--- src/rtl/lb_slave_regfile_if.sv ---
// Local-bus request/response bundle between the LB master and a register-file slave.
// The master drives write/read requests; the slave returns read data with a finish pulse.
interface lb_slave_regfile_if;
  logic        wreq;
  logic [15:0] waddr;
  logic [31:0] wdata;
  logic        rreq;
  logic [15:0] raddr;
  logic [31:0] rdata;
  logic        rfinish;

  modport master (
    output wreq, waddr, wdata, rreq, raddr,
    input  rdata, rfinish
  );

  modport slave (
    input  wreq, waddr, wdata, rreq, raddr,
    output rdata, rfinish
  );
endinterface

--- src/rtl/lb_slave_regfile.sv ---
// Local-bus slave register file: R/W control words, RO status words, snapshot reads
// returned after a fixed latency with a one-cycle finish pulse.
//
// state  | meaning
// IDLE   | no read in flight; a read edge is accepted and snapshotted
// WAIT   | latency countdown; read edges are dropped (overrun)
// DONE   | snapshot is transferred to rdata on the next edge; read edges dropped
module lb_slave_regfile #(
  parameter logic [15:0] BASE_ADDR  = 16'h0000,
  parameter int          NUM_REGS   = 8,
  parameter int          NUM_STAT   = 4,
  parameter int          RD_LAT     = 2,
  parameter logic [31:0] RD_DEFAULT = 32'hDEAD_BEEF,
  parameter logic [31:0] RST_VAL    = 32'h0
) (
  input  logic                                         i_clk,
  input  logic                                         i_rst,
  lb_slave_regfile_if.slave                            s_lb,
  output logic [32*NUM_REGS-1:0]                       o_reg_out,
  output logic [NUM_REGS-1:0]                          o_wr_stb,
  input  logic [32*((NUM_STAT > 0) ? NUM_STAT : 1)-1:0] i_stat_in,
  output logic                                         o_wr_err,
  output logic                                         o_rd_ovr
);

  typedef enum logic [1:0] {S_IDLE, S_WAIT, S_DONE} t_state;

  t_state              r_state, w_state_nxt;
  logic [3:0]          r_cnt;
  logic                r_wreq_d, r_rreq_d;
  logic [31:0]         r_regs [NUM_REGS];
  logic [NUM_REGS-1:0] r_stb_pend;
  logic                r_err_pend, r_ovr_pend;
  logic [31:0]         r_rd_hold, r_rdata;
  logic                r_rfinish;

  logic        w_wr_acc, w_rd_edge, w_load, w_drop, w_done;
  logic [16:0] w_wr_off, w_rd_off;
  logic [13:0] w_wr_idx, w_rd_idx;
  logic        w_wr_rw, w_rd_rw, w_rd_ro;
  logic [31:0] w_rd_snap;

  // 17-bit difference: bit 16 set means the address lies below BASE_ADDR (no wrap).
  assign w_wr_off = {1'b0, s_lb.waddr} - {1'b0, BASE_ADDR};
  assign w_rd_off = {1'b0, s_lb.raddr} - {1'b0, BASE_ADDR};
  assign w_wr_idx = w_wr_off[15:2];
  assign w_rd_idx = w_rd_off[15:2];
  assign w_wr_rw  = (w_wr_off[1:0] == 2'b00) && !w_wr_off[16] && (w_wr_idx < 14'(NUM_REGS));
  assign w_rd_rw  = (w_rd_off[1:0] == 2'b00) && !w_rd_off[16] && (w_rd_idx < 14'(NUM_REGS));
  assign w_rd_ro  = (w_rd_off[1:0] == 2'b00) && !w_rd_off[16] && (w_rd_idx >= 14'(NUM_REGS))
                    && (w_rd_idx < 14'(NUM_REGS + NUM_STAT));

  assign w_wr_acc  = s_lb.wreq && !r_wreq_d;
  assign w_rd_edge = s_lb.rreq && !r_rreq_d;

  always_ff @(posedge i_clk or posedge i_rst) begin
    if (i_rst) begin
      r_wreq_d <= 1'b0;
      r_rreq_d <= 1'b0;
    end else begin
      r_wreq_d <= s_lb.wreq;
      r_rreq_d <= s_lb.rreq;
    end
  end

  always_ff @(posedge i_clk or posedge i_rst) begin
    if (i_rst) begin
      for (int i = 0; i < NUM_REGS; i++) r_regs[i] <= RST_VAL;
      r_stb_pend <= '0;
      r_err_pend <= 1'b0;
      o_wr_stb   <= '0;
      o_wr_err   <= 1'b0;
    end else begin
      for (int i = 0; i < NUM_REGS; i++) begin
        r_stb_pend[i] <= w_wr_acc && w_wr_rw && (w_wr_idx == 14'(i));
        if (w_wr_acc && w_wr_rw && (w_wr_idx == 14'(i))) r_regs[i] <= s_lb.wdata;
      end
      r_err_pend <= w_wr_acc && !w_wr_rw;
      o_wr_stb   <= r_stb_pend;
      o_wr_err   <= r_err_pend;
    end
  end

  for (genvar g = 0; g < NUM_REGS; g++) begin : g_reg_out
    assign o_reg_out[32*g +: 32] = r_regs[g];
  end

  // r_regs is read here before the same-edge write lands, giving read-before-write.
  always_comb begin
    w_rd_snap = RD_DEFAULT;
    if (w_rd_rw) begin
      for (int i = 0; i < NUM_REGS; i++)
        if (w_rd_idx == 14'(i)) w_rd_snap = r_regs[i];
    end else if (w_rd_ro) begin
      for (int j = 0; j < NUM_STAT; j++)
        if (w_rd_idx == 14'(NUM_REGS + j)) w_rd_snap = i_stat_in[32*j +: 32];
    end
  end

  always_ff @(posedge i_clk or posedge i_rst) begin
    if (i_rst) begin
      r_state <= S_IDLE;
      r_cnt   <= '0;
    end else begin
      r_state <= w_state_nxt;
      if (w_load)                r_cnt <= 4'(RD_LAT - 1);
      else if (r_state == S_WAIT) r_cnt <= r_cnt - 4'd1;
    end
  end

  // The counter reaches zero on the same edge that enters DONE.
  always_comb begin
    w_state_nxt = r_state;
    case (r_state)
      S_IDLE:  if (w_rd_edge) w_state_nxt = (RD_LAT == 1) ? S_DONE : S_WAIT;
      S_WAIT:  if (r_cnt == 4'd1) w_state_nxt = S_DONE;
      S_DONE:  w_state_nxt = S_IDLE;
      default: w_state_nxt = S_IDLE;
    endcase
  end

  always_comb begin
    w_load = (r_state == S_IDLE) && w_rd_edge;
    w_drop = (r_state != S_IDLE) && w_rd_edge;
    w_done = (r_state == S_DONE);
  end

  always_ff @(posedge i_clk or posedge i_rst) begin
    if (i_rst) begin
      r_rd_hold  <= '0;
      r_rdata    <= '0;
      r_rfinish  <= 1'b0;
      r_ovr_pend <= 1'b0;
      o_rd_ovr   <= 1'b0;
    end else begin
      if (w_load) r_rd_hold <= w_rd_snap;
      if (w_done) r_rdata <= r_rd_hold;
      r_rfinish  <= w_done;
      r_ovr_pend <= w_drop;
      o_rd_ovr   <= r_ovr_pend;
    end
  end

  assign s_lb.rdata   = r_rdata;
  assign s_lb.rfinish = r_rfinish;

endmodule

--- src/flat_wrapper.sv ---
// flat-port wrapper written by rule: the top's interface ports become plain ports
module lb_slave_regfile_flat 
#(
  parameter logic [15:0] BASE_ADDR  = 16'h0000,
  parameter int          NUM_REGS   = 8,
  parameter int          NUM_STAT   = 4,
  parameter int          RD_LAT     = 2,
  parameter logic [31:0] RD_DEFAULT = 32'hDEAD_BEEF,
  parameter logic [31:0] RST_VAL    = 32'h0
)
  (i_clk, i_rst, o_reg_out, o_wr_stb, i_stat_in, o_wr_err, o_rd_ovr, s_lb_wreq, s_lb_waddr, s_lb_wdata, s_lb_rreq, s_lb_raddr, s_lb_rdata, s_lb_rfinish);
  lb_slave_regfile_if s_lb_i ();
  input  logic i_clk;
  input  logic i_rst;
  output logic [32*NUM_REGS-1:0] o_reg_out;
  output logic [NUM_REGS-1:0] o_wr_stb;
  input  logic [32*((NUM_STAT > 0) ? NUM_STAT : 1)-1:0] i_stat_in;
  output logic o_wr_err;
  output logic o_rd_ovr;
  input wire logic [$bits(s_lb_i.wreq)-1:0] s_lb_wreq;
  input wire logic [$bits(s_lb_i.waddr)-1:0] s_lb_waddr;
  input wire logic [$bits(s_lb_i.wdata)-1:0] s_lb_wdata;
  input wire logic [$bits(s_lb_i.rreq)-1:0] s_lb_rreq;
  input wire logic [$bits(s_lb_i.raddr)-1:0] s_lb_raddr;
  output wire logic [$bits(s_lb_i.rdata)-1:0] s_lb_rdata;
  output wire logic [$bits(s_lb_i.rfinish)-1:0] s_lb_rfinish;
  assign s_lb_i.wreq = s_lb_wreq;
  assign s_lb_i.waddr = s_lb_waddr;
  assign s_lb_i.wdata = s_lb_wdata;
  assign s_lb_i.rreq = s_lb_rreq;
  assign s_lb_i.raddr = s_lb_raddr;
  assign s_lb_rdata = s_lb_i.rdata;
  assign s_lb_rfinish = s_lb_i.rfinish;
  lb_slave_regfile #(.BASE_ADDR(BASE_ADDR), .NUM_REGS(NUM_REGS), .NUM_STAT(NUM_STAT), .RD_LAT(RD_LAT), .RD_DEFAULT(RD_DEFAULT), .RST_VAL(RST_VAL)) u_core (.i_clk(i_clk), .i_rst(i_rst), .s_lb(s_lb_i), .o_reg_out(o_reg_out), .o_wr_stb(o_wr_stb), .i_stat_in(i_stat_in), .o_wr_err(o_wr_err), .o_rd_ovr(o_rd_ovr));
endmodule
--- config.mk ---
export PLATFORM = sky130hd
export DESIGN_NAME = lb_slave_regfile_flat
export DESIGN_NICKNAME = d
export VERILOG_FILES = /design/src/rtl/lb_slave_regfile_if.sv /design/src/rtl/lb_slave_regfile.sv /design/src/flat_wrapper.sv
export SDC_FILE = /design/constraint.sdc
export NUM_CORES = 1
export LEC_CHECK = 0
export BUFFER_PORTS_ARGS = -buffer_cell sky130_fd_sc_hd__buf_4
export CAP_MARGIN = 5
export CORE_UTILIZATION = 38
export DETAILED_ROUTE_END_ITERATION = 12
export GPL_TIMING_DRIVEN = 0
export PLACE_DENSITY = 0.69
export SLEW_MARGIN = 25
export SYNTH_ARGS = -nofsm -noshare
export SYNTH_HDL_FRONTEND = slang
export SYNTH_SLANG_ARGS = --single-unit
--- constraint.sdc ---
create_clock -name i_clk -period 24.6 [get_ports i_clk]
set_clock_uncertainty 0.15 [all_clocks]
set_input_delay 3.69 -clock i_clk [delete_from_list [all_inputs] [get_ports i_clk]]
set_output_delay 3.69 -clock i_clk [all_outputs]
set_load 0.01 [all_outputs]
==> results.toml <==
[die]
fp.dieH_um = 211.6
core_mm2 = 0.04317
rows = 76
die_area_mm2 = 0.04475
io_pins = 495
fp.dieW_um = 211.6
initial_core_util = 0.3865

[flow_run]
maxCapViolations = 0

[logic_synthesis]
async_flop_share = 1.000
synthSimpleGateAreaFrac = 0.08218
synth_compound_area_frac = 0.09448
synth_edf_count = 0
synth_seq_cells = 349
synth_flop_cell = "dfrtp_1"
yosys_warnings = 0
syn-num-nets = 1497
ys_types = 76
synthAdderAreaFrac = 0.001500
synthMuxAreaShare = 0.2695
synth_top_family_by_area = "multiplexers"
syn_inst = 1299
synthXorXnorAreaFrac = 0.0005249
ys_seq_area_frac = 0.5234
syn_avg_cell_area_um2 = 12.85
synth_area_mm2 = 0.01669

[placed_design]
place_inst = 2384
port-buffer-count = 493
hpwl_um = 58290
place_area_mm2 = 0.02126
place_congestion = 0.9465

[outcome]
status = "completed"

[power_and_ir_drop]
p_clk_frac = 0.388
ir_drop_mv = 0.04555
power.switching_w = 0.0004194
p_comb_frac = 0.172
switching_share = 0.2795
p_leak_nw = 11.10
powerDensity_mw_per_mm2 = 66.60
p_seq_frac = 0.440
internal_power_w = 0.001081

[clock_network]
cts_htree_levels = 2
cts_setup_buffers = 0
cts_tree = "done"
cts_resized = 0
clock_latency_ps = 570
cts_sinks = 349
clockBufferDepth = 3
path_clk_slew_ps = 60
cts_hold_buf = 0
numCtsBuffers = 40
cts-root-buf = "clkbuf_16"

[route]
drtIter0Drc = 1407
wl_per_cell_um = 31.84
num_vias = 14640
totalWireLength_um = 78220
drt-vias-per-instance = 5.958
firstDrtPassIters = 5
ant_nets = 0
drc_errors = 0

[timing]
max_slew_margin = 0.1794
slew_viol_final = 0
rsz0062_at_grt = "no"
finalSetupTns_ps = 0
fin_crit_sh = 0.3012
setup_viol = 0
tightestPinTransition_ps = 1231
hold_viol_final = 0
clock.fmax_mhz = 135.0
period_minus_slack_ps = 7409

[finish]
finish.instance_area_mm2 = 0.02253
n_fill_cell = 3891
drive_above_1_share = 0.5096
final_cells = 2457
fin_nets = 2039
final_cell_mix = "499 x buf_4, 349 x dfrtp_1, 295 x mux2_2, 55 x o21ai_0, 51 x clkbuf_1"
layout_commonest_cell = "buf_4"
area_growth_pct = 35.00

[setup_path]
critical_path_arrival_ps = 7740
crit_slowest_cell = "nor2_1"
worstSetupPathType = "in -> reg"
worstPathRequired_ps = 24930
critPathMaxStageDelay_ps = 960
cp_cell_sequence = "buf_4 -> nor3_1 -> nand4_1 -> nor2_1 -> buf_2 -> o211ai_1 -> nand3_1"
start_kind = "primary input"
crit_fanout = 10
endpoint_kind = "register"

[grt]
grt_pass1_wl_um = 107700
overflow = 0
first_global_vias = 14510
grt_max_degree = 104
grt_use_total = 0.3463
antenna_found_initial = 5

[hold_path]
hp-class = "reg -> reg"
-- sequential cells by signal (all words and copies together), names as in the netlist --
signal               count
u_core.r_state           2
u_core.o_wr_err          1
u_core.o_rd_ovr          1
u_core.r_ovr_pend        1
u_core.s_lb.rfinish      1
u_core.o_reg_out       256
u_core.r_stb_pend        8
u_core.o_wr_stb          8
u_core.r_err_pend        1
u_core.s_lb.rdata       32
u_core.r_rd_hold        32
u_core.r_rreq_d          1
u_core.r_wreq_d          1
u_core.r_cnt             4
-- worst max-delay path, delay by kind of cell --
kind / cells / cell delay [ps]
simple gates: 4 / 2960
buf+inv: 2 / 670
compound gates: 1 / 410
-- power groups by stage --
| stage | logic, W | clock network [W] | registers, W |
|---|---|---|---|
| after global routing | 0.000275 | 0.000609 | 0.000665 |
| after CTS | 0.000257 | 0.000589 | 0.000659 |
| after detailed placement | 0.000255 | 0 | 0.000669 |
| after global placement | 0.000247 | 0 | 0.000667 |
| after floorplan | 0.000116 | 0 | 0.000668 |
| final | 0.000258 | 0.000582 | 0.000660 |
-- cell type report --
| class | count | area [um^2] | area share |
|---|---|---|---|
| clock inverters | 10 | 87.58 | 0.003888 |
| inverters | 9 | 41.29 | 0.001833 |
| diodes | 4 | 10.01 | 0.0004444 |
| flip-flops and latches | 349 | 8733 | 0.3877 |
| well taps | 585 | 732.0 | 0.03249 |
| repair buffers | 500 | 3816 | 0.1694 |
| plain buffers | 93 | 445.4 | 0.01977 |
| clock buffers | 59 | 1164 | 0.05166 |
| multi-input cells | 848 | 7496 | 0.3328 |
-- logic make-up after synthesis --
group / Yosys count
AO/OA/AOI/OAI: 235
XOR/XNOR: 1
adder cells (fa/ha/maj): 2
buffers and inverters: 102
flip-flops: 349
multiplexers: 372
AND/OR/NAND/NOR: 238
-- Yosys cell counts, types with 7 or more instances --
| cell type | instances | area [um^2] |
|---|---|---|
| nor4b_1 | 7 | 61.31 |
| o21ai_0 | 55 | 275.3 |
| mux4_2 | 31 | 698.2 |
| nand2_1 | 48 | 180.2 |
| inv_1 | 9 | 33.78 |
| clkbuf_1 | 42 | 157.7 |
| a211oi_1 | 8 | 60.06 |
| nor2b_1 | 7 | 43.79 |
| mux2_2 | 295 | 3322 |
| o221ai_1 | 10 | 87.58 |
| buf_2 | 31 | 155.2 |
| buf_1 | 10 | 37.54 |
| mux2i_1 | 33 | 330.3 |
| nand4_1 | 14 | 87.58 |
| o211ai_1 | 12 | 90.09 |
| o22ai_1 | 18 | 112.6 |
| dfrtp_1 | 349 | 8733 |
| nand2b_1 | 10 | 62.56 |
| nor4_1 | 13 | 81.33 |
| a31oi_1 | 10 | 62.56 |
| nor2_1 | 49 | 183.9 |
| nand3_1 | 16 | 80.08 |
| nor3_1 | 14 | 70.07 |
| o31ai_1 | 7 | 52.55 |
| mux2_1 | 13 | 146.4 |
| nor3b_1 | 10 | 75.07 |
| a21oi_1 | 48 | 240.2 |
| or3_1 | 10 | 62.56 |
-- through the flow --
stage	total power [W]	hold slack, ps	util	setup WS (ps)
after detailed placement	0.0009238	186.3	0.4925	16800
final	0.001500	197.4	0.5218	17190
after floorplan	0.0007838	181.2	-	11080
after global routing	0.001549	205.6	0.5217	17210
after CTS	0.001504	198.2	0.5214	17380
after global placement	0.0009141	185.7	0.4892	7284
-- worst paths after layout --
check / slack [ps] / cells past startpoint / endpoint / start
max: 17190 / 7 / u_core.r_rd_hold[9] / s_lb_raddr[5]
min: 200 / 0 / u_core.o_wr_stb[5] / u_core.r_stb_pend[5]
max reg2reg: 21080 / 6 / u_core.r_rd_hold[9] / u_core.r_state[1]
min reg2reg: 200 / 0 / u_core.o_wr_stb[5] / u_core.r_stb_pend[5]
max in group asynchronous: 20340 / 3 / u_core.o_reg_out[20] / i_rst
min in group asynchronous: 3010 / 2 / u_core.o_wr_err / i_rst
-- per-layer routing --
layer,up-vias,part of all wire,global-route usage
met5,-,0.00059,0
met4,6,0.052,0.1757
met3,223,0.11,0.1172
met2,938,0.46,0.5402
met1,7475,0.38,0.4266
li1,5996,-,-
No activity file was read; power rests on OpenSTA's default activity.
